`src/rtl/uart_program_loader_if.sv`:
```
// Bus between the UART loader and its surroundings: serial input, session
// control, and the byte/strobe pair that feeds the RAM programmer.
interface uart_program_loader_if;
    logic       rx;
    logic       load_en;
    logic [7:0] byte_out;
    logic       new_byte;
    logic       programming;
    logic [4:0] byte_count;
    logic       done;
    logic       frame_err;
    logic       overrun;

    // Driver side: owns the UART line and load enable, observes the outputs.
    modport master (
        output rx,
        output load_en,
        input  byte_out,
        input  new_byte,
        input  programming,
        input  byte_count,
        input  done,
        input  frame_err,
        input  overrun
    );

    // Loader side.
    modport slave (
        input  rx,
        input  load_en,
        output byte_out,
        output new_byte,
        output programming,
        output byte_count,
        output done,
        output frame_err,
        output overrun
    );
endinterface

```
`src/rtl/uart_program_loader.sv`:
```
// UART (8N1) front end for the RAM programmer. Receives bytes on rx, holds
// one in a single-entry buffer and replays each as a byte_out/new_byte pulse
// spaced for the programmer's write sequence. Stops after NUM_BYTES bytes.
module uart_program_loader #(
    parameter int unsigned CLKS_PER_BIT = 16,
    parameter int unsigned NB_HIGH      = 2,
    parameter int unsigned NB_GAP       = 10,
    parameter int unsigned NUM_BYTES    = 16
) (
    input  logic                  clk,
    input  logic                  rst,
    uart_program_loader_if.slave  bus
);

    localparam int unsigned CW  = $clog2(CLKS_PER_BIT);
    localparam int unsigned EW  = $clog2(NB_GAP + 1);
    localparam int unsigned BCW = 5;

    localparam logic [CW-1:0]  HALF_BIT_LAST = CW'(CLKS_PER_BIT / 2 - 1);
    localparam logic [CW-1:0]  FULL_BIT_LAST = CW'(CLKS_PER_BIT - 1);
    localparam logic [EW-1:0]  HIGH_LAST     = EW'(NB_HIGH - 1);
    localparam logic [EW-1:0]  GAP_LAST      = EW'(NB_GAP - NB_HIGH - 1);
    localparam logic [BCW-1:0] IMAGE_BYTES   = BCW'(NUM_BYTES);

    typedef enum logic [1:0] {
        R_IDLE,
        R_START,
        R_DATA,
        R_STOP
    } rx_state_e;

    typedef enum logic [1:0] {
        E_IDLE,
        E_HIGH,
        E_GAP
    } em_state_e;

    // ------------------------------------------------------------------
    // rx synchronizer
    // ------------------------------------------------------------------
    logic rx_meta_q;
    logic rxs_q;

    // Two-flop synchronizer, preset to the idle-high line level.
    always_ff @(posedge clk) begin
        if (rst) begin
            rx_meta_q <= 1'b1;
            rxs_q     <= 1'b1;
        end else begin
            rx_meta_q <= bus.rx;
            rxs_q     <= rx_meta_q;
        end
    end

    // ------------------------------------------------------------------
    // Receiver
    // ------------------------------------------------------------------
    rx_state_e     rx_state_q, rx_state_d;
    logic [CW-1:0] rtim_q, rtim_d;
    logic [2:0]    bit_idx_q, bit_idx_d;
    logic [7:0]    shift_q, shift_d;
    logic          rx_valid_c;
    logic          rx_ferr_c;

    // Receiver state register.
    always_ff @(posedge clk) begin
        if (rst) begin
            rx_state_q <= R_IDLE;
            rtim_q     <= '0;
            bit_idx_q  <= '0;
            shift_q    <= '0;
        end else begin
            rx_state_q <= rx_state_d;
            rtim_q     <= rtim_d;
            bit_idx_q  <= bit_idx_d;
            shift_q    <= shift_d;
        end
    end

    // Receiver next state: mid-bit sampling, start glitch rejection, stop check.
    always_comb begin
        rx_state_d = rx_state_q;
        rtim_d     = rtim_q;
        bit_idx_d  = bit_idx_q;
        shift_d    = shift_q;
        rx_valid_c = 1'b0;
        rx_ferr_c  = 1'b0;
        case (rx_state_q)
            R_IDLE: begin
                if (!rxs_q) begin
                    rx_state_d = R_START;
                    rtim_d     = '0;
                end
            end
            R_START: begin
                if (rtim_q == HALF_BIT_LAST) begin
                    rtim_d = '0;
                    if (rxs_q) begin
                        rx_state_d = R_IDLE;
                    end else begin
                        rx_state_d = R_DATA;
                        bit_idx_d  = '0;
                    end
                end else begin
                    rtim_d = rtim_q + CW'(1);
                end
            end
            R_DATA: begin
                if (rtim_q == FULL_BIT_LAST) begin
                    rtim_d  = '0;
                    shift_d = {rxs_q, shift_q[7:1]};
                    if (bit_idx_q == 3'd7) begin
                        rx_state_d = R_STOP;
                    end else begin
                        bit_idx_d = bit_idx_q + 3'd1;
                    end
                end else begin
                    rtim_d = rtim_q + CW'(1);
                end
            end
            R_STOP: begin
                if (rtim_q == FULL_BIT_LAST) begin
                    rtim_d     = '0;
                    rx_state_d = R_IDLE;
                    if (rxs_q) begin
                        rx_valid_c = 1'b1;
                    end else begin
                        rx_ferr_c = 1'b1;
                    end
                end else begin
                    rtim_d = rtim_q + CW'(1);
                end
            end
            default: begin
                rx_state_d = R_IDLE;
            end
        endcase
    end

    // ------------------------------------------------------------------
    // Holding buffer, session control and strobe emitter
    // ------------------------------------------------------------------
    em_state_e      em_state_q, em_state_d;
    logic [EW-1:0]  etim_q, etim_d;
    logic [7:0]     buf_q, buf_d;
    logic           buf_full_q, buf_full_d;
    logic [7:0]     byte_out_q, byte_out_d;
    logic           new_byte_q, new_byte_d;
    logic           prog_q, prog_d;
    logic [BCW-1:0] count_q, count_d;
    logic           done_q, done_d;
    logic           ferr_q, ferr_d;
    logic           ovr_q, ovr_d;
    logic           take_c;
    logic           accept_c;

    // Emitter and session state register.
    always_ff @(posedge clk) begin
        if (rst) begin
            em_state_q <= E_IDLE;
            etim_q     <= '0;
            buf_q      <= '0;
            buf_full_q <= 1'b0;
            byte_out_q <= '0;
            new_byte_q <= 1'b0;
            prog_q     <= 1'b0;
            count_q    <= '0;
            done_q     <= 1'b0;
            ferr_q     <= 1'b0;
            ovr_q      <= 1'b0;
        end else begin
            em_state_q <= em_state_d;
            etim_q     <= etim_d;
            buf_q      <= buf_d;
            buf_full_q <= buf_full_d;
            byte_out_q <= byte_out_d;
            new_byte_q <= new_byte_d;
            prog_q     <= prog_d;
            count_q    <= count_d;
            done_q     <= done_d;
            ferr_q     <= ferr_d;
            ovr_q      <= ovr_d;
        end
    end

    // Buffer accept, pulse sequencing and session start/end; abort has final say.
    always_comb begin
        em_state_d = em_state_q;
        etim_d     = etim_q;
        buf_d      = buf_q;
        buf_full_d = buf_full_q;
        byte_out_d = byte_out_q;
        new_byte_d = new_byte_q;
        prog_d     = prog_q;
        count_d    = count_q;
        done_d     = done_q;
        ferr_d     = ferr_q;
        ovr_d      = ovr_q;

        // A take frees the buffer on the same edge, so a byte landing then is kept.
        take_c   = (em_state_q == E_IDLE) && buf_full_q && prog_q && (count_q < IMAGE_BYTES);
        accept_c = rx_valid_c && prog_q && (!buf_full_q || take_c);

        if (rx_ferr_c) begin
            ferr_d = 1'b1;
        end
        if (rx_valid_c && prog_q && buf_full_q && !take_c) begin
            ovr_d = 1'b1;
        end

        if (take_c) begin
            buf_full_d = 1'b0;
        end
        if (accept_c) begin
            buf_d      = shift_q;
            buf_full_d = 1'b1;
        end

        case (em_state_q)
            E_IDLE: begin
                if (take_c) begin
                    byte_out_d = buf_q;
                    new_byte_d = 1'b1;
                    count_d    = count_q + BCW'(1);
                    etim_d     = '0;
                    em_state_d = E_HIGH;
                end
            end
            E_HIGH: begin
                if (etim_q == HIGH_LAST) begin
                    new_byte_d = 1'b0;
                    etim_d     = '0;
                    em_state_d = E_GAP;
                end else begin
                    etim_d = etim_q + EW'(1);
                end
            end
            E_GAP: begin
                if (etim_q == GAP_LAST) begin
                    etim_d     = '0;
                    em_state_d = E_IDLE;
                    if (count_q == IMAGE_BYTES) begin
                        done_d = 1'b1;
                        prog_d = 1'b0;
                    end
                end else begin
                    etim_d = etim_q + EW'(1);
                end
            end
            default: begin
                em_state_d = E_IDLE;
                new_byte_d = 1'b0;
            end
        endcase

        if (bus.load_en && !prog_q && !done_q) begin
            prog_d = 1'b1;
        end

        if (!bus.load_en) begin
            prog_d     = 1'b0;
            done_d     = 1'b0;
            count_d    = '0;
            buf_full_d = 1'b0;
            em_state_d = E_IDLE;
            etim_d     = '0;
            new_byte_d = 1'b0;
        end
    end

    assign bus.byte_out    = byte_out_q;
    assign bus.new_byte    = new_byte_q;
    assign bus.programming = prog_q;
    assign bus.byte_count  = count_q;
    assign bus.done        = done_q;
    assign bus.frame_err   = ferr_q;
    assign bus.overrun     = ovr_q;

endmodule

```
`src/flat_wrapper.sv`:
```
// flat-port wrapper written by rule: the top's interface ports become plain ports
module uart_program_loader_flat 
#(
    parameter int unsigned CLKS_PER_BIT = 16,
    parameter int unsigned NB_HIGH      = 2,
    parameter int unsigned NB_GAP       = 10,
    parameter int unsigned NUM_BYTES    = 16
)
  (clk, rst, bus_rx, bus_load_en, bus_byte_out, bus_new_byte, bus_programming, bus_byte_count, bus_done, bus_frame_err, bus_overrun);
  uart_program_loader_if bus_i ();
  input  logic clk;
  input  logic rst;
  input wire logic [$bits(bus_i.rx)-1:0] bus_rx;
  input wire logic [$bits(bus_i.load_en)-1:0] bus_load_en;
  output wire logic [$bits(bus_i.byte_out)-1:0] bus_byte_out;
  output wire logic [$bits(bus_i.new_byte)-1:0] bus_new_byte;
  output wire logic [$bits(bus_i.programming)-1:0] bus_programming;
  output wire logic [$bits(bus_i.byte_count)-1:0] bus_byte_count;
  output wire logic [$bits(bus_i.done)-1:0] bus_done;
  output wire logic [$bits(bus_i.frame_err)-1:0] bus_frame_err;
  output wire logic [$bits(bus_i.overrun)-1:0] bus_overrun;
  assign bus_i.rx = bus_rx;
  assign bus_i.load_en = bus_load_en;
  assign bus_byte_out = bus_i.byte_out;
  assign bus_new_byte = bus_i.new_byte;
  assign bus_programming = bus_i.programming;
  assign bus_byte_count = bus_i.byte_count;
  assign bus_done = bus_i.done;
  assign bus_frame_err = bus_i.frame_err;
  assign bus_overrun = bus_i.overrun;
  uart_program_loader #(.CLKS_PER_BIT(CLKS_PER_BIT), .NB_HIGH(NB_HIGH), .NB_GAP(NB_GAP), .NUM_BYTES(NUM_BYTES)) u_core (.clk(clk), .rst(rst), .bus(bus_i));
endmodule
```
`config.mk`:
```
export PLATFORM = sky130hd
export DESIGN_NAME = uart_program_loader_flat
export DESIGN_NICKNAME = d
export VERILOG_FILES = /design/src/rtl/uart_program_loader_if.sv /design/src/rtl/uart_program_loader.sv /design/src/flat_wrapper.sv
export SDC_FILE = /design/constraint.sdc
export NUM_CORES = 1
export LEC_CHECK = 0
export CORE_ASPECT_RATIO = 1.4
export CORE_MARGIN = 2
export CORE_UTILIZATION = 57
export DETAILED_ROUTE_END_ITERATION = 10
export PLACE_DENSITY = 0.78
export SYNTH_ARGS = -nofsm -noshare
export SYNTH_HDL_FRONTEND = slang
export SYNTH_SLANG_ARGS = --single-unit
```
`constraint.sdc`:
```
create_clock -name clk -period 1.85 [get_ports clk]
set_input_delay 0.555 -clock clk [delete_from_list [all_inputs] [get_ports clk]]
set_output_delay 0.555 -clock clk [all_outputs]
set_load 0.05 [all_outputs]
```
; Word-level counts from Yosys, hierarchy flattened
; Index checks and enable logic that the tools add are counted.
[classes]
n_addsub = 4
n_mul = 0
div_mod_pow = 0
magnitude_cmp = 1
eq_ne = 21
n_shift = 0
muxes = 39
bitwise = 2
n_reduce_logical = 33
[op_table]
columns = operator, count
row1 = $mux W4, 6
row2 = $pmux W4 S3, 2
row3 = $mux W2, 9
row4 = $mux W1, 14
row5 = $ne A2 B1 Y1 const B, 7
row6 = $mux W3, 4
row7 = $reduce_and A3 Y1, 4
row8 = $reduce_and A5 Y1, 2
row9 = $reduce_bool A2 Y1, 5
row10 = $logic_and A1 B1 Y1, 9
row11 = $add A4 B1 Y4 const B, 2
row12 = $eq A4 B3 Y1 const B, 2
row13 = $pmux W2 S4, 1
row14 = $eq A2 B2 Y1 const B, 3
row15 = $ne A2 B2 Y1 const B, 3
row16 = $pmux W2 S3, 1
row17 = $pmux W3 S2, 1
row18 = $reduce_and A2 Y1, 3
row19 = $add A5 B1 Y5 const B, 1
row20 = $eq A5 B5 Y1 const B, 1
row21 = $lt A5 B5 Y1 const B, 1
row22 = $eq A2 B1 Y1 const B, 2
row23 = $eq A4 B1 Y1 const B, 1
row24 = $eq A4 B4 Y1 const B, 1
row25 = 9 further kinds, 15
[totals]
reg_bits = 52
latch_bits = 0
ramBits = 0
romBits = 0
in_bits = 4
output_inout_bits = 18
elab_cells = 117
mem_count = 0

; Depth between registers and ports, before layout
; Gate-level depths: netlist (run 1).
[logic_depth]
depth_word = 7
mapped_depth = 7
ltp_nobuf = 6

; Worst setup path after synthesis (run 1)
; No wires, ideal clock.
[synth_path]
kind = register to register
from = reg u_core.prog_q (netlist: u_core.bus.programming)
to = reg u_core.buf_q[5]
setup_time_ns = 0.126
arrival_time_ns = 1.667
required_ns = 1.724
slack_ns = 0.057
stages_incl_launch_ff = 5
n_path_buf = 0
period_less_slack_ns = 1.793
cell_sequence = dfxtp_1 > nand3b_2 > a211oi_4 > mux2i_1 > nor2_1
[synth_between]
elab_chain_cells = 4
elab_cells_between_ends = 5
cone_classes = reduce/logical: 5
[synth_lines]
columns = element, line_no
row1 = start: declaration, uart_program_loader.sv:149  ; logic prog_q, prog_d;
row2 = start signal: assignment, uart_program_loader.sv:178  ; prog_q <= prog_d;
row3 = $logic_and A1 B1 Y1 (2 in series), uart_program_loader.sv:201  ; take_c = (em_state_q == E_IDLE) && buf_full_q && prog_q && (count_q < IMAGE_BYTES);
row4 = $logic_or A1 B1 Y1, uart_program_loader.sv:202  ; accept_c = rx_valid_c && prog_q && (!buf_full_q || take_c);
row5 = $logic_and A1 B1 Y1 *, uart_program_loader.sv:202
row6 = end signal: assignment, uart_program_loader.sv:174  ; buf_q <= buf_d;
row7 = end: declaration, uart_program_loader.sv:145  ; logic [7:0] buf_q, buf_d;
; Every way passes the cells marked *; elsewhere a longest branch is shown, timed or not.
; A chain may end at the register's enable or synchronous reset.

==> out/metrics.cfg, run 1 <==
[clock_tree]
clockRootBuffer=clkbuf_8
hold_buffers=0
cts.sinks=52
cts_buffer_depth=2
cts_resized=0
cts_tree=done
htree_levels=2
numCtsBuffers=5
clk_pin_slew_ns=0.09
worstSkewPairLatency_ns=0.32
cts_setup_buffers=0

[sta]
slew_headroom=0.6623
hold_violations=0
slew_violations=0
rsz0062_at_grt=false
period_minus_slack_ns=1.746
maxClockFrequency_mhz=572.6
period_share=0.9440
skew_ns=0.01725
worstMarginPinSlew_ns=0.5026
setup_violations=0
tns_ns=0

[cells_and_area]
area_growth_pct=18.52
layout-drive-gt1-share=0.1495
fin_nets=320
diodes=0
design_area_um2=2883
final_util=0.6915

[route]
final_antenna_net_count=0
firstDrtPassIters=4
drt_wl_total_mm=4.695
via_per_inst=5.668
wl_per_cell_um=13.57
route.detailed.drc=0
drt_first_iter_violations=98
vias=1961

[setup_path]
crit_chain=inv_1, ha_1, and4b_1, a2111oi_2, nand3_1, a31oi_1
critPathMaxFanout=4
slowest_stage=a2111oi_2
worst_ep_arrival_time_ns=1.99
critPathKind=reg -> reg
critPathMaxStageDelay_ns=0.40
worst-endpoint-required_ns=2.09
startpoint_type=register
endpoint_kind=register

[floorplan]
initial_core_util=0.5834
io_pins=22
rows=28
dieArea_um2=4813
die_y_um=81.30
coreArea_um2=4169
dieWidth_um=59.21

[synth]
synthCells=276
yosysWarnings=0
ys_seq_elements=52
syn_nets=296
synth_cell_type_count=47
syn_area_um2=2432
yosysTopAreaCell=dfxtp_1
synth_flop_cell=dfxtp_1
seq_area_frac_synth=0.4280
synth_edf_count=0
async_flop_share=0
synthTopCellsByArea=dfxtp_1, ha_1, nand2_1
synth_area_per_cell_um2=8.813
synth_top_cell_area_share=0.4280

[placed_design]
io_buffers=21
place_hpwl_mm=3.390
place_area_um2=2745
place.gp.congestion=0.8325

[hold_path]
min_path_type=reg -> reg

[power]
powerDensity_nw_per_um2=769.4
switching_share=0.2182
ir_drop_v=0.0005457
switchingPower_uw=484.0
p_clk_frac=0.420
p_leak_nw=1.082
power_mw=2.218
internal_power_mw=1.734
seq_power_share=0.511
pwr-share-comb=0.069

[global_route]
overflow=0
grt_max_degree=30
antenna_found_initial=0
track_usage=0.2156
grt_pass1_wl_mm=7.990
grt_pass1_vias=1801

[flow_run]
max_cap_violations=0

[status]
outcome=completed

logic make-up after synthesis:
family | count (synthesis) | share of synthesized area
buf+inv | 24 | 0.04835
mux | 10 | 0.04115
flops | 52 | 0.4280
xor+xnor | 2 | 0.007203
fa+ha+maj | 16 | 0.08230
simple gates | 123 | 0.2567
compound gates | 49 | 0.1363
registers in the layout (all words and copies together), names as in the netlist, named ones only:
signal / flops
u_core.bus.byte_out: 8
u_core.bus.new_byte: 1
u_core.buf_q: 8
u_core.bus.byte_count: 5
u_core.em_state_q: 2
u_core.rxs_q: 1
u_core.rx_state_q: 1
u_core.bus.frame_err: 1
u_core.shift_q: 8
u_core.bus.done: 1
u_core.bit_idx_q: 3
u_core.etim_q: 4
u_core.rx_meta_q: 1
u_core.buf_full_q: 1
u_core.bus.programming: 1
u_core.bus.overrun: 1
u_core.rtim_q: 4
per-layer routing:
metal | vias to the layer above | part of all wire | global-route usage | wire, µm
li1 | 992 | - | - | -
met1 | 933 | 0.44 | 0.2527 | 2073
met2 | 29 | 0.51 | 0.3802 | 2399
met3 | 7 | 0.027 | 0.03822 | 126
met4 | 0 | 0.020 | 0.08409 | 95
met5 | - | 0 | 0 | 0
area by class of cell:
cell class | instances | area [µm²]
Inverter | 11 | 41.29
Timing Repair Buffer | 30 | 332.8
Fill cell | 327 | 1286
Clock inverter | 3 | 68.82
Clock buffer | 5 | 68.82
Multi-Input combinational cell | 200 | 1274
Sequential cell | 52 | 1041
Tap cell | 45 | 56.30
through the flow:
step	cells	worst slack [ns]	hold slack [ns]
final	346	0.1037	0.4283
after global routing	346	0.009154	0.4416
after CTS	346	0.1448	0.4338
after global placement	338	0.1791	0.4010
after floorplan	276	0.05737	0.3895
after detailed placement	338	0.1665	0.4135
worst max-delay path, delay by kind of cell, from the launching register on:
kind                       cells  cell delay, ns
DFF                            1            0.34
buffers and inverters          1            0.12
and+or+nand+nor                2            0.38
adders and majority gates      1            0.26
AOI/OAI and AO/OA              2            0.58
cell usage after synthesis, types with 3 or more instances:
| library cell | instances |
|---|---|
| clkbuf_1 | 6 |
| and2_1 | 4 |
| nand3_1 | 8 |
| nand2b_1 | 5 |
| mux2i_1 | 10 |
| nand2_1 | 52 |
| nor2_1 | 22 |
| ha_1 | 16 |
| dfxtp_1 | 52 |
| a31oi_1 | 4 |
| nand4b_1 | 5 |
| nor2b_1 | 3 |
| buf_2 | 3 |
| nor3_1 | 4 |
| or2_2 | 3 |
| inv_1 | 11 |
| a21oi_1 | 27 |
power groups by stage:
stage / Combinational (mW) / Clock [mW] / Sequential, mW
after floorplan: 0.102 / 0 / 1.16
after global placement: 0.148 / 0 / 1.16
after detailed placement: 0.152 / 0 / 1.16
after CTS: 0.152 / 0.949 / 1.13
after global routing: 0.171 / 0.992 / 1.13
final: 0.152 / 0.932 / 1.13
cells in the final DEF (no fill, tap or decap), types with 3 or more instances in the layout:
cell type,synthesis,routed
clkdlybuf4s50_1,0,3
a31oi_1,4,4
nand2b_1,5,5
and2_1,4,4
buf_12,0,8
clkbuf_8,0,5
nor3_1,4,4
inv_1,11,11
nor2b_1,3,3
nand2_1,52,52
a21oi_1,27,27
nand4b_1,5,5
buf_4,2,19
nor2_1,22,22
mux2i_1,10,10
dfxtp_1,52,52
ha_1,16,16
nand3_1,8,8
or2_2,3,3
path summary, 6_finish.rpt:
kind | startpoint | endpoint | slack (ns) | cells after the start
hold reg to reg | u_core.rx_meta_q | u_core.rxs_q | 0.43 | 1
hold / removal | u_core.rx_meta_q | u_core.rxs_q | 0.43 | 1
setup / recovery | register | u_core.rtim_q[3] | 0.10 | 6
setup reg to reg | register | u_core.rtim_q[3] | 0.10 | 6
Note: power is estimated with default switching activity, not from simulation.
==> run 2: changes to the inputs <==
Settings changed: CTS_BUF_LIST from default to sky130_fd_sc_hd__clkbuf_16, HOLD_SLACK_MARGIN from default to 0.1, SKIP_CTS_REPAIR_TIMING from default to 1.
==> out/metrics.cfg, run 2 (same netlist as run 1, synthesis figures left out) <==
[status]
outcome=completed

[power]
ir_drop_v=0.0006736
pwr-share-comb=0.062
seq_power_share=0.458
powerDensity_nw_per_um2=841.1
p_clk_frac=0.480
p_leak_nw=1.104
internal_power_mw=1.970
switchingPower_uw=506.7
switching_share=0.2046

[sta]
tns_ns=0
fin_ws_ns=0.1252
setup_violations=0
slew_headroom=0.6625
period_share=0.9323
slew_violations=0
hold_violations=0
period_minus_slack_ns=1.725
maxClockFrequency_mhz=579.8
skew_ns=0.008019
worstMarginPinSlew_ns=0.5054
rsz0062_at_grt=false

[clock_tree]
cts.sinks=52
worstSkewPairLatency_ns=0.29
htree_levels=2
numCtsBuffers=5
clockRootBuffer=clkbuf_16
cts_tree=done
clk_pin_slew_ns=0.07
cts_buffer_depth=2

[route]
wl_per_cell_um=13.54
drt_wl_total_mm=4.686
route.detailed.drc=0
vias=1947
final_antenna_net_count=0
firstDrtPassIters=4
drt_first_iter_violations=99
via_per_inst=5.627

[cells_and_area]
area_growth_pct=21.04
fin_nets=320
mostFrequentLayoutCells=nand2_1, dfxtp_1, a21oi_1
diodes=0
layout-drive-gt1-share=0.1561

[setup_path]
worst_ep_arrival_time_ns=1.94
critPathMaxFanout=4
worst-endpoint-required_ns=2.07
critPathKind=reg -> reg
startpoint_type=register
endpoint_kind=register

[floorplan]
coreArea_um2=4169
io_pins=22
dieWidth_um=59.21
dieArea_um2=4813
die_y_um=81.30
initial_core_util=0.5834
rows=28

[placed_design]
pre_cts_ws_ns=0.1665
place.gp.congestion=0.8325
io_buffers=21
place_hpwl_mm=3.390

[global_route]
grt_max_degree=30
met2_usage=0.3901
track_usage=0.2186
antenna_found_initial=0
grt_pass1_vias=1867
grt-busiest-layer=met2
grt_use_met1=0.2530
grt_pass1_wl_mm=8.155
overflow=0
grt_use_met3=0.04777

[flow_run]
max_cap_violations=0

[hold_path]
min_path_type=reg -> reg

==> run 2: cell counts in the layout (fill, tap and decap cells not counted) <==
Identical to the previous run, type by type.
==> run 2: stage by stage <==
step | power, mW | util | instance area [µm²] | hold WS, ns | instances
after detailed placement | 1.311 | 0.6585 | 2745 | 0.4135 | 338
after global routing | 2.555 | 0.7062 | 2944 | 0.4353 | 346
after floorplan | 1.266 | - | 2432 | 0.3895 | 276
after CTS | 2.492 | 0.7050 | 2939 | 0.4282 | 346
after global placement | 1.307 | 0.6585 | 2745 | 0.4010 | 338
final | 2.476 | 0.7062 | 2944 | 0.4234 | 346
==> run 2: worst paths after layout <==
kind / startpoint / endpoint / slack (ns) / depth (start not counted)
worst max-delay path: register / u_core.rtim_q[3] / 0.13 / 6
worst max register to register: register / u_core.rtim_q[3] / 0.13 / 6
worst min-delay path: u_core.rx_meta_q / u_core.rxs_q / 0.42 / 1
worst min register to register: u_core.rx_meta_q / u_core.rxs_q / 0.42 / 1
==> run 2: area by class of cell <==
cell class	instances	area, µm²
multi-input cells	200	1279
fillers	319	1225
flip-flops and latches	52	1041
repair buffers	30	332.8
clock buffers	5	125.1
clock inverters	3	68.82
well taps	45	56.30
inverters	11	41.29
==> run 2: worst max-delay path: stages (launching register included) <==
cell,delay [ns]
dfxtp_1,0.33
inv_1,0.12
ha_1,0.26
and4b_1,0.24
a2111oi_2,0.40
nand3_1,0.13
a31oi_1,0.17
==> run 2: routing by layer <==
| layer | vias to the layer above | routed length [µm] |
|---|---|---|
| li1 | 990 | - |
| met1 | 911 | 2052 |
| met2 | 37 | 2446 |
| met3 | 9 | 120 |
| met4 | 0 | 67 |
| met5 | - | 0 |
==> run 2: power groups by stage <==
stage,Combinational (mW),Sequential (mW),Clock (mW)
final,0.153,1.13,1.19
after detailed placement,0.152,1.16,0
after global placement,0.148,1.16,0
after floorplan,0.102,1.16,0
after global routing,0.171,1.13,1.25
after CTS,0.153,1.13,1.21
==> run 3: changes to the inputs <==
==> constraint.sdc (replaced) <==
create_clock -name clk -period 1.85 [get_ports clk]
set_input_delay 0.185 -clock clk [delete_from_list [all_inputs] [get_ports clk]]
set_output_delay 0.185 -clock clk [all_outputs]
set_load 0.05 [all_outputs]
==> out/metrics.cfg, run 3 (same netlist as run 1, synthesis figures left out) <==
[floorplan]
dieWidth_um=59.21
die_y_um=81.30
io_pins=22
coreArea_um2=4169
rows=28
dieArea_um2=4813
initial_core_util=0.5834

[global_route]
overflow=0
grt_pass1_vias=1751
track_usage=0.1980
grt_max_degree=39
grt_pass1_wl_mm=7.445
antenna_found_initial=0

[placed_design]
numPlacedInstances=337
place_hpwl_mm=3.342
io_buffers=21
place.gp.congestion=0.8200
place_area_um2=2695
pre_cts_ws_ns=0.1252

[sta]
period_minus_slack_ns=1.781
hold_violations=0
slew_violations=0
slew_headroom=0.6590
fin_ws_ns=0.06906
rsz0062_at_grt=false
period_share=0.9627
skew_ns=0.004056
tns_ns=0
maxClockFrequency_mhz=561.5
setup_violations=0
worstMarginPinSlew_ns=0.5099

[clock_tree]
cts.sinks=52
clk_pin_slew_ns=0.06
htree_levels=2
clockRootBuffer=clkbuf_16
cts_tree=done
numCtsBuffers=5
worstSkewPairLatency_ns=0.28
cts_buffer_depth=2

[route]
final_antenna_net_count=0
drt_wl_total_mm=4.531
wl_per_cell_um=13.17
via_per_inst=5.602
firstDrtPassIters=4
route.detailed.drc=0
drt_first_iter_violations=115
vias=1927

[setup_path]
crit_chain=clkdlybuf4s50_1
critPathMaxStageDelay_ns=0.85
rrSetupSlack_ns=0.10
critPathBufInv=1
critPathMaxFanout=7
worst-endpoint-required_ns=1.66
critPathKind=reg -> out
worst_ep_arrival_time_ns=1.60
r2r_start=u_core.rx_state_q[0]
critPathTopFamily=buffers and inverters
slowest_stage=clkdlybuf4s50_1
endpoint_kind=primary output
rr_endpoint=u_core.rx_state_q[0]
r2r_cells=6
startpoint_type=register

[hold_path]
holdPathStages=1
min_to=u_core.rxs_q
hp-start=u_core.rx_meta_q
min_path_type=reg -> reg

[cells_and_area]
fin_nets=319
layout-drive-gt1-share=0.08027
area_growth_pct=16.92
mostFrequentLayoutCells=nand2_1, dfxtp_1, a21oi_1
diodes=0
stdcell_count=344
design_area_um2=2844

[power]
pwr-share-comb=0.067
p_leak_nw=1.021
seq_power_share=0.528
power_mw=2.156
internal_power_mw=1.676
powerDensity_nw_per_um2=758.1
switching_share=0.2226
switchingPower_uw=479.9
ir_drop_v=0.0005455
p_clk_frac=0.405

[flow_run]
max_cap_violations=0

[status]
outcome=completed

-- run 3: cell types whose count changed in the layout (fill, tap and decap cells not counted), sizes merged --
cell | before | now
bufinv | 2 | 0
clkdlybuf4s50 | 3 | 21
inv | 12 | 11
clkinv | 0 | 2
buf | 27 | 8
-- run 3: area by class of cell --
cell class | instances | area, µm²
inverter | 11 | 41.29
multi-input combinational | 200 | 1285
sequential | 52 | 1041
tap | 45 | 56.30
fill | 340 | 1325
clock buffer | 5 | 125.1
clock inverter | 2 | 12.51
timing repair buffer | 29 | 282.8
-- run 3: per-stage QoR --
step	utilization	hold slack [ns]
2_1_floorplan	-	0.2888
3_3_place_gp	0.6465	0.3942
3_5_place_dp	0.6465	0.4038
4_1_cts	0.6795	0.4213
5_1_grt	0.6822	0.4287
6_report	0.6822	0.4146
-- run 3: worst max-delay path by stage --
stage	end	slack, ns	startpoint	depth (start not counted)
2_1_floorplan	u_core.buf_q[5]	0.06	u_core.bus.programming	4
3_3_place_gp	u_core.buf_q[5]	0.20	u_core.em_state_q[1]	7
3_5_place_dp	u_core.rx_state_q[0]	0.13	u_core.rx_state_q[0]	6
4_1_cts	bus_programming	0.07	u_core.bus.programming	1
5_1_grt	u_core.buf_q[0]	0.0003	u_core.em_state_q[1]	7
6_report	bus_programming	0.07	u_core.bus.programming	1
-- run 3: per-layer routing --
layer  vias to the layer above  share of wire  GRT usage
met3                         6          0.028    0.04140
li1                        990              -          -
met2                        32           0.53     0.3604
met5                         -              0          0
met4                         0          0.015    0.07955
met1                       899           0.43     0.2170
-- run 3: power groups by stage --
| stage | Sequential [mW] | Clock (mW) | Combinational [mW] |
|---|---|---|---|
| global route | 1.14 | 0.934 | 0.158 |
| detailed placement | 1.16 | 0 | 0.138 |
| finish | 1.14 | 0.874 | 0.145 |
| floorplan | 1.16 | 0 | 0.102 |
| CTS | 1.14 | 0.899 | 0.138 |
| global placement | 1.16 | 0 | 0.136 |
